## config.mk

```make
export PLATFORM = sky130hd
export DESIGN_NAME = mem_access_stage
export DESIGN_NICKNAME = d
export VERILOG_FILES = /design/src/rtl/mem_access_stage.sv
export SDC_FILE = /design/constraint.sdc
export NUM_CORES = 1
export LEC_CHECK = 0
export CORE_AREA = 2 2 134 136
export DETAILED_ROUTE_END_ITERATION = 12
export DIE_AREA = 0 0 136 138
export PLACE_DENSITY = 0.63
export SYNTH_ARGS = -nofsm -noshare
export SYNTH_HDL_FRONTEND = slang
export SYNTH_SLANG_ARGS = --single-unit
```

## constraint.sdc

```tcl
create_clock -name clk -period 4.3 [get_ports clk]
set_clock_uncertainty 0.1 [all_clocks]
set_input_delay 0.86 -clock clk [delete_from_list [all_inputs] [get_ports clk]]
set_output_delay 0.86 -clock clk [all_outputs]
set_load 0.01 [all_outputs]
```

## src/rtl/mem_access_stage.sv

```systemverilog
// Memory stage between execute and writeback: issues aligned loads/stores
// on a req/ack bus with lane steering, extension, misalign and timeout faults.
//
// Ports:
//   clk, reset           rising-edge clock, synchronous active-high reset
//   ex_in_*              instruction from execute (valid, mem_en, mem_op,
//                        alu_output/address, store_value, rd_en, rd_key)
//   ex_out_ready         high while idle; execute stalls otherwise
//   mem_out_*            retired instruction to writeback (valid pulse,
//                        rd_value, rd_en, rd_key, misaligned, bus_error)
//   bus_req/we/addr/be/wdata   data bus request, held until ack or timeout
//   bus_ack/rdata        bus completion and read data (same cycle)
module mem_access_stage #(
    parameter int XLEN    = 32,
    parameter int ADDR_W  = 32,
    parameter int KEY_W   = 5,
    parameter int TIMEOUT = 16
) (
    input  logic                clk,
    input  logic                reset,
    input  logic                ex_in_valid,
    output logic                ex_out_ready,
    input  logic                ex_in_mem_en,
    input  logic [3:0]          ex_in_mem_op,
    input  logic [XLEN-1:0]     ex_in_alu_output,
    input  logic [XLEN-1:0]     ex_in_store_value,
    input  logic                ex_in_rd_en,
    input  logic [KEY_W-1:0]    ex_in_rd_key,
    output logic                mem_out_valid,
    output logic [XLEN-1:0]     mem_out_rd_value,
    output logic                mem_out_rd_en,
    output logic [KEY_W-1:0]    mem_out_rd_key,
    output logic                mem_out_misaligned,
    output logic                mem_out_bus_error,
    output logic                bus_req,
    output logic                bus_we,
    output logic [ADDR_W-1:0]   bus_addr,
    output logic [XLEN/8-1:0]   bus_be,
    output logic [XLEN-1:0]     bus_wdata,
    input  logic                bus_ack,
    input  logic [XLEN-1:0]     bus_rdata
);

    localparam int BE_W  = XLEN / 8;
    localparam int OFF_W = $clog2(BE_W);
    localparam int CNT_W = (TIMEOUT > 1) ? $clog2(TIMEOUT) : 1;
    localparam logic [ADDR_W-1:0] LANE_MASK = ADDR_W'(BE_W - 1);

    typedef enum logic {IDLE, ACCESS} state_t;

    state_t state, state_d;

    // captured request context for the access in flight
    logic [3:0]       op_q, op_d;
    logic [OFF_W-1:0] off_q, off_d;
    logic             rd_en_q, rd_en_d;
    logic [KEY_W-1:0] key_q, key_d;
    logic [CNT_W-1:0] cnt, cnt_d;

    // next values of the registered outputs
    logic              valid_d, out_rd_en_d, mis_d, berr_d;
    logic [XLEN-1:0]   rd_value_d;
    logic [KEY_W-1:0]  out_key_d;
    logic              req_d, we_d;
    logic [ADDR_W-1:0] addr_d;
    logic [BE_W-1:0]   be_d;
    logic [XLEN-1:0]   wdata_d;

    logic              accept;
    logic              mis;
    logic              timeout_hit;
    logic [OFF_W-1:0]  off;
    logic [BE_W-1:0]   size_mask;
    logic [XLEN-1:0]   shifted;
    logic [XLEN-1:0]   load_value;

    assign accept = ex_in_valid && (state == IDLE);
    assign off    = ex_in_alu_output[OFF_W-1:0];
    assign timeout_hit = (TIMEOUT > 0) && (cnt == CNT_W'(TIMEOUT - 1));

    // alignment check and byte-enable footprint per access size
    always_comb begin
        mis       = 1'b0;
        size_mask = '0;
        unique case (ex_in_mem_op[1:0])
            2'd0: begin
                mis       = 1'b0;
                size_mask = BE_W'(1);
            end
            2'd1: begin
                mis       = ex_in_alu_output[0];
                size_mask = BE_W'(3);
            end
            2'd2: begin
                mis       = |ex_in_alu_output[1:0];
                size_mask = BE_W'(15);
            end
            2'd3: begin
                mis       = (XLEN == 32) || (|ex_in_alu_output[2:0]);
                size_mask = '1;
            end
        endcase
    end

    // read lane steering plus sign/zero extension
    assign shifted = bus_rdata >> {off_q, 3'b000};

    always_comb begin
        load_value = shifted;
        unique case (op_q[1:0])
            2'd0: load_value = op_q[2] ? XLEN'(shifted[7:0])
                                       : XLEN'($signed(shifted[7:0]));
            2'd1: load_value = op_q[2] ? XLEN'(shifted[15:0])
                                       : XLEN'($signed(shifted[15:0]));
            2'd2: load_value = op_q[2] ? XLEN'(shifted[31:0])
                                       : XLEN'($signed(shifted[31:0]));
            2'd3: load_value = shifted;
        endcase
    end

    // next-state logic
    always_comb begin
        state_d = state;
        unique case (state)
            IDLE: begin
                if (accept && ex_in_mem_en && !mis)
                    state_d = ACCESS;
            end
            ACCESS: begin
                if (bus_ack || timeout_hit)
                    state_d = IDLE;
            end
        endcase
    end

    // output / datapath next values
    always_comb begin
        valid_d     = 1'b0;
        out_rd_en_d = 1'b0;
        mis_d       = 1'b0;
        berr_d      = 1'b0;
        rd_value_d  = mem_out_rd_value;
        out_key_d   = mem_out_rd_key;
        req_d       = 1'b0;
        we_d        = bus_we;
        addr_d      = bus_addr;
        be_d        = bus_be;
        wdata_d     = bus_wdata;
        op_d        = op_q;
        off_d       = off_q;
        rd_en_d     = rd_en_q;
        key_d       = key_q;
        cnt_d       = cnt;
        unique case (state)
            IDLE: begin
                if (accept && !ex_in_mem_en) begin
                    valid_d     = 1'b1;
                    rd_value_d  = ex_in_alu_output;
                    out_rd_en_d = ex_in_rd_en;
                    out_key_d   = ex_in_rd_key;
                end else if (accept && mis) begin
                    valid_d   = 1'b1;
                    mis_d     = 1'b1;
                    out_key_d = ex_in_rd_key;
                end else if (accept) begin
                    req_d   = 1'b1;
                    we_d    = ex_in_mem_op[3];
                    addr_d  = ADDR_W'(ex_in_alu_output) & ~LANE_MASK;
                    be_d    = size_mask << off;
                    wdata_d = ex_in_store_value << {off, 3'b000};
                    op_d    = ex_in_mem_op;
                    off_d   = off;
                    rd_en_d = ex_in_rd_en;
                    key_d   = ex_in_rd_key;
                    cnt_d   = '0;
                end
            end
            ACCESS: begin
                if (bus_ack) begin
                    valid_d   = 1'b1;
                    out_key_d = key_q;
                    if (!op_q[3]) begin
                        out_rd_en_d = rd_en_q;
                        rd_value_d  = load_value;
                    end
                end else if (timeout_hit) begin
                    valid_d   = 1'b1;
                    berr_d    = 1'b1;
                    out_key_d = key_q;
                end else begin
                    req_d = 1'b1;
                    cnt_d = cnt + CNT_W'(1);
                end
            end
        endcase
    end

    // state and output registers
    always_ff @(posedge clk) begin
        if (reset) begin
            state              <= IDLE;
            ex_out_ready       <= 1'b1;
            mem_out_valid      <= 1'b0;
            mem_out_rd_value   <= '0;
            mem_out_rd_en      <= 1'b0;
            mem_out_rd_key     <= '0;
            mem_out_misaligned <= 1'b0;
            mem_out_bus_error  <= 1'b0;
            bus_req            <= 1'b0;
            bus_we             <= 1'b0;
            bus_addr           <= '0;
            bus_be             <= '0;
            bus_wdata          <= '0;
            op_q               <= '0;
            off_q              <= '0;
            rd_en_q            <= 1'b0;
            key_q              <= '0;
            cnt                <= '0;
        end else begin
            state              <= state_d;
            ex_out_ready       <= (state_d == IDLE);
            mem_out_valid      <= valid_d;
            mem_out_rd_value   <= rd_value_d;
            mem_out_rd_en      <= out_rd_en_d;
            mem_out_rd_key     <= out_key_d;
            mem_out_misaligned <= mis_d;
            mem_out_bus_error  <= berr_d;
            bus_req            <= req_d;
            bus_we             <= we_d;
            bus_addr           <= addr_d;
            bus_be             <= be_d;
            bus_wdata          <= wdata_d;
            op_q               <= op_d;
            off_q              <= off_d;
            rd_en_q            <= rd_en_d;
            key_q              <= key_d;
            cnt                <= cnt_d;
        end
    end

endmodule

```

==> results.toml <==
[yosys]
syn_avg_cell_area_um2 = 9.18
seq_area_frac_synth = 0.421
async_flop_share = 0
syn_inst = 653
yosysWarnings = 0
ys_ff_latch = 126
synth-edff-count = 0
ys.flop_type = "dfxtp_1"
synth_area_um2 = 5990
ys_types = 69

[clock_network]
insertion_delay_ns = 0.41
htreeDepth = 4
clockBufferDepth = 2
clkSinkCount = 126
cts_setup_buffers = 0
clk_pin_slew_ns = 0.06
hold_buffers = 0
cts_tree = "yes"
post_cts_resized = 0
cts_root_buf = "clkbuf_16"
numCtsBuffers = 17

[sta]
fmax_mhz = 343
rsz0062_at_grt = "no"
timing.setup.tns_ns = 0
maxSlewViolCount = 0
worst_slew_pin_slew_ns = 1.15
setup_viol = 0
min_period_ns = 2.91
finalHoldViolations = 0
max_slew_margin = 0.235
finalCritPeriodShare = 0.678

[routing]
ant_nets = 0
dr_wl_met3_mm = 1.46
drt_first_pass_iters = 5
drtIter0Drc = 274
vias_per_cell = 5.19
wl_per_cell_um = 18.1
wl_met1_mm = 8.94
via_count = 5655
top_layer = "met4"
drc_errors = 0
wl_met2_mm = 9.11
drt-total-wl_mm = 19.7

[setup_path]
max_stage_delay_ns = 1.01
worstPathCellList = "mux2i_1 > nor4_2 > nor3_4 > a221oi_1"
startpoint = "off_q[1]"
path_max_fanout = 21
startpoint_type = "flop"
cp.arrival_ns = 3.06
cp.required_ns = 4.45
path_class = "reg -> reg"
endpoint_kind = "flop"
r2r-start = "off_q[1]"
cp_slowest_cell = "dfxtp_1"

[final_layout]
fin_cells = 1090
final_common_cell = "clkdlybuf4s50_1"
n_antenna_cell = 0
multi_input_area_um2 = 3150
seq_area_um2 = 2520
layout-drive-gt1-share = 0.120
nFillCells = 1710
area_growth_pct = 48.1
final_cell_mix = "clkdlybuf4s50_1, nand2_1, dfxtp_1"
fin_nets = 960

[min_path]
holdCritStartpoint = "rd_en_q"
min_path_type = "reg -> reg"

[global_route]
grt-ovfl-total = 0
antenna_found_initial = 0
track_usage = 0.206
grt_max_degree = 58
grt_pass1_wl_mm = 30.2
grt_pass1_vias = 5369

[place]
place_inst = 1058
gp_routability_congestion = 0.818
io_buffers = 220
hpwl_mm = 13.7

[pwr]
p_leak_nw = 3.05
vdd_ir_drop_max_v = 0.000264
powerDensity_nw_per_um2 = 372

[floorplan]
start_util = 0.342
die_w_um = 136
core-area_um2 = 17500
dieArea_um2 = 18800
io_pins = 223
die_height_um = 138
rows = 49

[outcome]
status = "finished, final reports clean"

[flow_run]
maxCapViolCount = 0
[logic make-up after synthesis]
kind of cell / share of synthesized area
buffers and inverters: 0.0553
DFF: 0.421
and+or+nand+nor: 0.183
adders and majority gates: 0.00209
xor gates and xnor gates: 0.00438
muxes: 0.108
other: 0.000626
AOI/OAI and AO/OA: 0.226
[per-stage QoR]
stage	power [mW]	utilization	hold slack (ns)	instance area [um^2]	setup WS [ns]
final	3.31	0.506	0.352	8880	1.39
after global routing	3.44	0.506	0.373	8880	1.25
after detailed placement	1.77	0.470	0.338	8230	1.10
after CTS	3.35	0.506	0.356	8880	1.43
after floorplan	1.50	-	0.337	6000	2.20
after global placement	1.76	0.470	0.333	8230	1.14
[state kept, by name (all words and copies together), names as in the netlist, 2 cells and up]
signal / flops
bus_wdata: 32
mem_out_rd_value: 32
bus_addr: 30
key_q: 5
mem_out_rd_key: 5
bus_be: 4
cnt: 4
op_q: 3
off_q: 2
[critical path, delay by kind of cell (launching register included)]
kind	cells	cell delay (ns)
flops	1	1.01
simple gates	2	0.91
mux	1	0.54
compound gates	1	0.18
[power breakdown]
part           switching [mW]  internal [mW]  leakage [nW]
clock                   0.534           1.03         0.306
sequential             0.0328           1.22          1.03
combinational           0.231          0.259          1.72
[synth_stat cells, types with 2 or more instances]
cell | number | area share
a21oi_1 | 62 | 0.052
mux4_2 | 8 | 0.030
nand2_1 | 147 | 0.092
a22o_1 | 8 | 0.012
clkbuf_2 | 2 | 0.0017
o22ai_1 | 6 | 0.0063
a221oi_2 | 10 | 0.025
nor2b_1 | 4 | 0.0042
inv_1 | 3 | 0.0019
o221a_2 | 5 | 0.0094
o2bb2ai_2 | 8 | 0.020
buf_2 | 7 | 0.0058
nor3_1 | 14 | 0.012
a211oi_1 | 16 | 0.020
dfxtp_1 | 126 | 0.42
buf_4 | 14 | 0.018
nor3b_1 | 4 | 0.0050
nor2_1 | 27 | 0.017
xnor2_1 | 2 | 0.0029
buf_6 | 5 | 0.0094
mux2i_1 | 33 | 0.055
mux2_2 | 12 | 0.023
nor2_2 | 2 | 0.0021
clkbuf_1 | 24 | 0.015
o32ai_1 | 2 | 0.0029
o211ai_1 | 5 | 0.0063
a221oi_1 | 6 | 0.0088
nand3b_1 | 9 | 0.011
nand3_1 | 12 | 0.010
o21ai_0 | 19 | 0.016
o221ai_1 | 7 | 0.010
a21boi_0 | 6 | 0.0075
a21o_1 | 2 | 0.0025
[final cells by class]
type                    count  share of cell area
multi-input cells         471               0.355
flip-flops and latches    126               0.284
repair buffers            229               0.255
clock buffers              23              0.0550
well taps                 229              0.0323
clock inverters             9              0.0176
inverters                   3             0.00127
[layer usage]
layer  vias to the layer above  global-route usage
met5                         -                   0
met4                         0              0.0521
met3                        14              0.0579
met2                       192               0.328
met1                      2706               0.275
li1                       2743                   -
[worst paths after layout]
check | endpoint | slack [ns] | cells past startpoint
setup / recovery | mem_out_rd_value[16] | 1.39 | 4
hold / removal | rd_en_q | 0.35 | 2
setup reg to reg | mem_out_rd_value[16] | 1.39 | 4
hold reg to reg | rd_en_q | 0.35 | 2
Note: power is estimated with default switching activity, not from simulation.
